--- src/rtl/can_mac_rx_frame_parser.sv ---
// CAN 2.0A base-frame receive parser: consumes destuffed bits, tracks frame fields,
// checks CRC-15 and fixed-form bits, and strobes completed frames to the RX buffer.
module can_mac_rx_frame_parser #(
  parameter int INTEGRATION_BITS  = 11,
  parameter int INTERMISSION_BITS = 3
) (
  input  logic        clk,
  input  logic        reset,
  input  logic        can_clk_en,
  input  logic        bit_in,
  input  logic        bit_valid,
  input  logic        stuff_error,
  output logic        ready,
  output logic        destuffing_enable,
  output logic [10:0] rx_id,
  output logic        rx_rtr,
  output logic [3:0]  rx_dlc,
  output logic [63:0] rx_data,
  output logic        ack_req,
  output logic        frame_valid,
  output logic        crc_error,
  output logic        form_error,
  output logic        stuff_error_out,
  output logic        bus_idle
);

  typedef enum logic [3:0] {
    S_INTEGRATE, S_IDLE, S_ID, S_RTR, S_IDE, S_R0, S_DLC, S_DATA,
    S_CRC, S_CRC_DELIM, S_ACK_SLOT, S_ACK_DELIM, S_EOF, S_INTERMISSION
  } state_t;

  state_t      state;
  logic [6:0]  cnt;
  logic [6:0]  data_bits;
  logic [14:0] crc;
  logic [14:0] rx_crc;
  logic        take;
  logic [3:0]  dlc_full;
  logic [6:0]  payload_bits;

  function automatic logic [14:0] crc_step(input logic [14:0] c, input logic b);
    crc_step = {c[13:0], 1'b0} ^ ((b ^ c[14]) ? 15'h4599 : 15'h0000);
  endfunction

  assign take = can_clk_en & bit_valid & ready;

  // Payload length is decided on the last DLC bit, before rx_dlc has been updated.
  always_comb begin
    dlc_full = {rx_dlc[2:0], bit_in};
    if (rx_rtr)
      payload_bits = 7'd0;
    else if (dlc_full > 4'd8)
      payload_bits = 7'd64;
    else
      payload_bits = {dlc_full, 3'b000};
  end

  always_ff @(posedge clk) begin
    if (reset) begin
      state             <= S_INTEGRATE;
      cnt               <= 7'd0;
      data_bits         <= 7'd0;
      crc               <= 15'd0;
      rx_crc            <= 15'd0;
      rx_id             <= 11'd0;
      rx_rtr            <= 1'b0;
      rx_dlc            <= 4'd0;
      rx_data           <= 64'd0;
      ready             <= 1'b0;
      destuffing_enable <= 1'b0;
      ack_req           <= 1'b0;
      frame_valid       <= 1'b0;
      crc_error         <= 1'b0;
      form_error        <= 1'b0;
      stuff_error_out   <= 1'b0;
      bus_idle          <= 1'b0;
    end else begin
      ready           <= 1'b1;
      frame_valid     <= 1'b0;
      crc_error       <= 1'b0;
      form_error      <= 1'b0;
      stuff_error_out <= 1'b0;
      if (stuff_error && destuffing_enable) begin
        stuff_error_out   <= 1'b1;
        destuffing_enable <= 1'b0;
        state             <= S_INTEGRATE;
        cnt               <= 7'd0;
      end else if (take) begin
        case (state)
          S_INTEGRATE: begin
            if (!bit_in)
              cnt <= 7'd0;
            else if (cnt == 7'(INTEGRATION_BITS - 1)) begin
              cnt      <= 7'd0;
              state    <= S_IDLE;
              bus_idle <= 1'b1;
            end else
              cnt <= cnt + 7'd1;
          end
          // A dominant bit in intermission is a SOF, exactly as in IDLE.
          S_IDLE, S_INTERMISSION: begin
            if (!bit_in) begin
              destuffing_enable <= 1'b1;
              crc               <= crc_step(15'd0, 1'b0);
              rx_data           <= 64'd0;
              cnt               <= 7'd0;
              bus_idle          <= 1'b0;
              state             <= S_ID;
            end else if (state == S_INTERMISSION) begin
              if (cnt == 7'(INTERMISSION_BITS - 1)) begin
                cnt      <= 7'd0;
                state    <= S_IDLE;
                bus_idle <= 1'b1;
              end else
                cnt <= cnt + 7'd1;
            end
          end
          S_ID: begin
            rx_id <= {rx_id[9:0], bit_in};
            crc   <= crc_step(crc, bit_in);
            if (cnt == 7'd10) begin
              cnt   <= 7'd0;
              state <= S_RTR;
            end else
              cnt <= cnt + 7'd1;
          end
          S_RTR: begin
            rx_rtr <= bit_in;
            crc    <= crc_step(crc, bit_in);
            state  <= S_IDE;
          end
          S_IDE: begin
            crc <= crc_step(crc, bit_in);
            if (bit_in) begin
              form_error        <= 1'b1;
              destuffing_enable <= 1'b0;
              state             <= S_INTEGRATE;
              cnt               <= 7'd0;
            end else
              state <= S_R0;
          end
          S_R0: begin
            crc   <= crc_step(crc, bit_in);
            state <= S_DLC;
          end
          S_DLC: begin
            rx_dlc <= dlc_full;
            crc    <= crc_step(crc, bit_in);
            if (cnt == 7'd3) begin
              cnt       <= 7'd0;
              data_bits <= payload_bits;
              state     <= (payload_bits == 7'd0) ? S_CRC : S_DATA;
            end else
              cnt <= cnt + 7'd1;
          end
          S_DATA: begin
            rx_data[~cnt[5:0]] <= bit_in;
            crc                <= crc_step(crc, bit_in);
            if (cnt == data_bits - 7'd1) begin
              cnt   <= 7'd0;
              state <= S_CRC;
            end else
              cnt <= cnt + 7'd1;
          end
          S_CRC: begin
            rx_crc <= {rx_crc[13:0], bit_in};
            if (cnt == 7'd14) begin
              cnt               <= 7'd0;
              destuffing_enable <= 1'b0;
              state             <= S_CRC_DELIM;
            end else
              cnt <= cnt + 7'd1;
          end
          S_CRC_DELIM: begin
            if (!bit_in) begin
              form_error <= 1'b1;
              state      <= S_INTEGRATE;
            end else if (rx_crc != crc) begin
              crc_error <= 1'b1;
              state     <= S_INTEGRATE;
            end else begin
              ack_req <= 1'b1;
              state   <= S_ACK_SLOT;
            end
          end
          S_ACK_SLOT: begin
            ack_req <= 1'b0;
            state   <= S_ACK_DELIM;
          end
          S_ACK_DELIM: begin
            if (!bit_in) begin
              form_error <= 1'b1;
              state      <= S_INTEGRATE;
            end else
              state <= S_EOF;
          end
          // The strobe fires on the 6th EOF bit; the 7th must still be recessive.
          S_EOF: begin
            if (!bit_in) begin
              form_error <= 1'b1;
              cnt        <= 7'd0;
              state      <= S_INTEGRATE;
            end else begin
              if (cnt == 7'd5)
                frame_valid <= 1'b1;
              if (cnt == 7'd6) begin
                cnt   <= 7'd0;
                state <= S_INTERMISSION;
              end else
                cnt <= cnt + 7'd1;
            end
          end
          default: begin
            state <= S_INTEGRATE;
            cnt   <= 7'd0;
          end
        endcase
      end
    end
  end

endmodule

--- config.mk ---
export PLATFORM = sky130hd
export DESIGN_NAME = can_mac_rx_frame_parser
export DESIGN_NICKNAME = d
export VERILOG_FILES = /design/src/rtl/can_mac_rx_frame_parser.sv
export SDC_FILE = /design/constraint.sdc
export NUM_CORES = 1
export LEC_CHECK = 0
export CORE_MARGIN = 2
export CORE_UTILIZATION = 40
export CTS_BUF_LIST = sky130_fd_sc_hd__clkbuf_8
export CTS_CLUSTER_SIZE = 25
export DETAILED_ROUTE_END_ITERATION = 16
export PLACE_DENSITY = 0.62
export SLEW_MARGIN = 10
export SYNTH_ARGS = -nofsm -noshare
export SYNTH_HDL_FRONTEND = slang
export SYNTH_SLANG_ARGS = --single-unit
export TNS_END_PERCENT = 10
--- constraint.sdc ---
create_clock -name clk -period 3 [get_ports clk]
set_clock_uncertainty 0.2 [all_clocks]
set_input_delay 0.75 -clock clk [delete_from_list [all_inputs] [get_ports clk]]
set_output_delay 0.75 -clock clk [all_outputs]
set_load 0.02 [all_outputs]
==> results_dict.tcl <==
set metrics [dict create \
    nFillCells 1537 \
    max-vdd-ir-drop_mv 0.3193 \
    die_h_um 130.2 \
    slowest_stage "clkdlybuf4s50_1" \
    criticalPathCategory "in -> reg" \
    period_needed_ns 2.571 \
    dieArea_mm2 0.01695 \
    synth_cells 816 \
    drive_gt1_share_pct 10.33 \
    max-slew-margin-rel_pct 42.34 \
    ys_async_sr_fraction_pct 0 \
    clock_power_share_pct 45.1 \
    p_leak_nw 3.010 \
    final_cell_area_mm2 0.008135 \
    yosysWarnings 0 \
    tritoncts "built" \
    clk_pin_slew_worst_paths_ns 0.07 \
    rsz0062_at_grt "false" \
    hold_path.startpoint "rx_data[58]$_SDFFE_PP0P_" \
    ctsHoldBuffers 0 \
    cts_num_sinks 133 \
    setup_viol 0 \
    swShare_pct 23.03 \
    arrival_ns 2.75 \
    finalHoldViolCount 0 \
    core_mm2 0.01571 \
    seq_area_frac_synth_pct 41.81 \
    critPathBufInv 1 \
    placed_area_mm2 0.007742 \
    max_stage_delay_ns 0.58 \
    p_sw_uw 780.5 \
    place.gp.congestion 0.8774 \
    hold_path.class "reg -> reg" \
    dp_hpwl_um 12580 \
    synth_edf_count 0 \
    p_seq_share_pct 52.1 \
    dr.pass1.iters 5 \
    grt-ovfl-total 0 \
    p_comb_share_pct 2.8 \
    outcome "finished, final reports clean" \
    tns_ns 0 \
    drt-total-wl_um 19040 \
    grt_usage_pct 22.84 \
    cp_max_fo 10 \
    portBuffers 93 \
    crit_start "bit_in" \
    ys_seq_elements 133 \
    synth_fp_nets 826 \
    clockRootBuffer "clkbuf_8" \
    routed-via-count 6193 \
    end_kind "flop" \
    p_int_mw 2.608 \
    grt_pass1_vias 5678 \
    cts_buffers 17 \
    final_net_count 919 \
    clock_path_buffers 2 \
    cap_violations 0 \
    htree_levels 4 \
    required_ns 3.18 \
    grt_pass1_wl_um 30260 \
    row_count 46 \
    dieWidth_um 130.2 \
    syn_to_final_growth_pct 27.74 \
    crit_chain "clkdlybuf4s50_1 > nand2_1 > nor2_1 > a32oi_1 > a311oi_4 > a41oi_1 > a21oi_1" \
    r2r-start "cnt[0]$_SDFFE_PP0P_" \
    wl_per_cell_um 16.76 \
    worst_slew_pin_slew_ns 0.8617 \
    critical-path-top-delay-family "compound AO/OA/AOI/OAI gates" \
    ys_types 61 \
    drtIter0Drc 634 \
    syn_avg_cell_area_um2 7.805 \
    cts_resized 0 \
    powerDensity_mw_per_mm2 416.5 \
    vias_per_cell 5.452 \
    drc 0 \
    post-cts-setup-buffer-count 0 \
    fin_crit_sh_pct 85.69 \
    start_kind "primary input" \
    slew_violations 0 \
    ioPinCount 94 \
    ant_nets 0 \
    clock_latency_ns 0.45 \
    grt_max_degree 107 \
    netlist_area_mm2 0.006369 \
    start_util_pct 40.53 \
    antenna_found_initial 0 \
    fmax_ghz 0.3890 \
    diodes 0 \
    synthFlopType "dfxtp_1" \
]
synthesized netlist by cell type (9+ instances only):
cell / instances / area share [%]
nor2_1: 58 / 3.4
nor3_1: 21 / 1.7
mux2i_1: 18 / 2.8
o21ai_0: 74 / 5.8
nand2_1: 103 / 6.1
clkbuf_1: 48 / 2.8
a22oi_1: 9 / 1.1
buf_2: 12 / 0.94
xor2_1: 16 / 2.2
inv_1: 11 / 0.65
xnor2_1: 13 / 1.8
nand3_1: 37 / 2.9
dfxtp_1: 133 / 42
a21oi_1: 164 / 13
worst register-to-register path, stage by stage (launching register included):
cell and delay, ns:
dfxtp_1 0.31, inv_1 0.09, ha_1 0.21, or4b_4 0.51
o311ai_4 0.30, o311a_4 0.30, a311oi_4 0.17, a41oi_1 0.28
a21oi_1 0.06
sequential cells by signal, indices dropped and copies added, names as in the netlist:
name / count
ready: 1
data_bits: 4
form_error: 1
crc: 15
rx_id: 11
rx_rtr: 1
state: 4
ack_req: 1
cnt: 7
destuffing_enable: 1
rx_data: 64
frame_valid: 1
crc_error: 1
rx_crc: 15
bus_idle: 1
rx_dlc: 4
stuff_error_out: 1
cells by family after synthesis:
kind of cell | count (synthesis) | synth area share [%]
simple gates | 272 | 20.18
fa+ha+maj | 5 | 0.9431
mux | 19 | 3.006
flops | 133 | 41.81
buf+inv | 80 | 5.363
xor+xnor | 29 | 3.988
compound gates | 278 | 24.72
cells in the final DEF, fill, tap and decap left out, drive strengths merged, types with 4 or more instances in the layout:
cell | synthesis | final
and3 | 5 | 5
nand3 | 37 | 37
nor2 | 58 | 58
nor4 | 7 | 7
nand4 | 9 | 9
clkdlybuf4s50 | 0 | 92
buf | 21 | 51
nor3 | 23 | 23
dfxtp | 133 | 133
o21ai | 78 | 78
nand2 | 103 | 103
mux2i | 18 | 18
a22oi | 9 | 9
nor2b | 6 | 6
a211oi | 4 | 4
nand2b | 4 | 4
and2 | 7 | 7
inv | 11 | 14
clkbuf | 48 | 21
xor2 | 16 | 16
a21oi | 164 | 164
xnor2 | 13 | 13
ha | 4 | 4
per-layer routing:
| metal | up-vias | GRT usage (%) | wire length, µm |
|---|---|---|---|
| met4 | 0 | 5.250 | 188 |
| li1 | 3055 | - | - |
| met2 | 147 | 35.57 | 8900 |
| met3 | 17 | 5.412 | 1038 |
| met1 | 2974 | 32.17 | 8913 |
| met5 | - | 0 | 0 |
power groups by stage:
stage                     clock network (mW)  logic (mW)  registers (mW)
after floorplan                            0      0.0565            1.81
after global placement                     0      0.0936            1.81
after detailed placement                   0      0.0938            1.81
after CTS                               1.55      0.0938            1.77
after global routing                    1.64       0.102            1.77
final                                   1.53      0.0946            1.77
final timing paths:
path | endpoint | slack, ns | depth (start not counted)
setup / recovery | cnt[4]$_SDFFE_PP0P_ | 0.43 | 7
hold / removal | rx_data[58]$_SDFFE_PP0P_ | 0.27 | 2
setup reg to reg | cnt[4]$_SDFFE_PP0P_ | 0.45 | 8
hold reg to reg | rx_data[58]$_SDFFE_PP0P_ | 0.27 | 2
area by class of cell:
cell class                      instances  area, µm²  area share [%]
Clock buffer                           21      289.0           3.553
Clock inverter                          9      103.9           1.277
Inverter                               11      41.29          0.5075
Multi-Input combinational cell        603       3377           41.51
Sequential cell                       133       2663           32.73
Tap cell                              216      270.3           3.322
Timing Repair Buffer                  143       1391           17.10
metrics by stage:
stage | setup WS (ns) | power, mW | cells | utilization [%] | hold WS [ns]
after CTS | 0.4246 | 3.411 | 1136 | 51.78 | 0.2712
after detailed placement | 0.01153 | 1.901 | 1106 | 49.28 | 0.2624
final | 0.4293 | 3.389 | 1136 | 51.78 | 0.2720
after global placement | 0.03384 | 1.901 | 1106 | 49.28 | 0.2571
after global routing | 0.3171 | 3.505 | 1136 | 51.78 | 0.2952
after floorplan | 0.5477 | 1.864 | 816 | - | 0.2450
(Power assumes the default switching activity.)
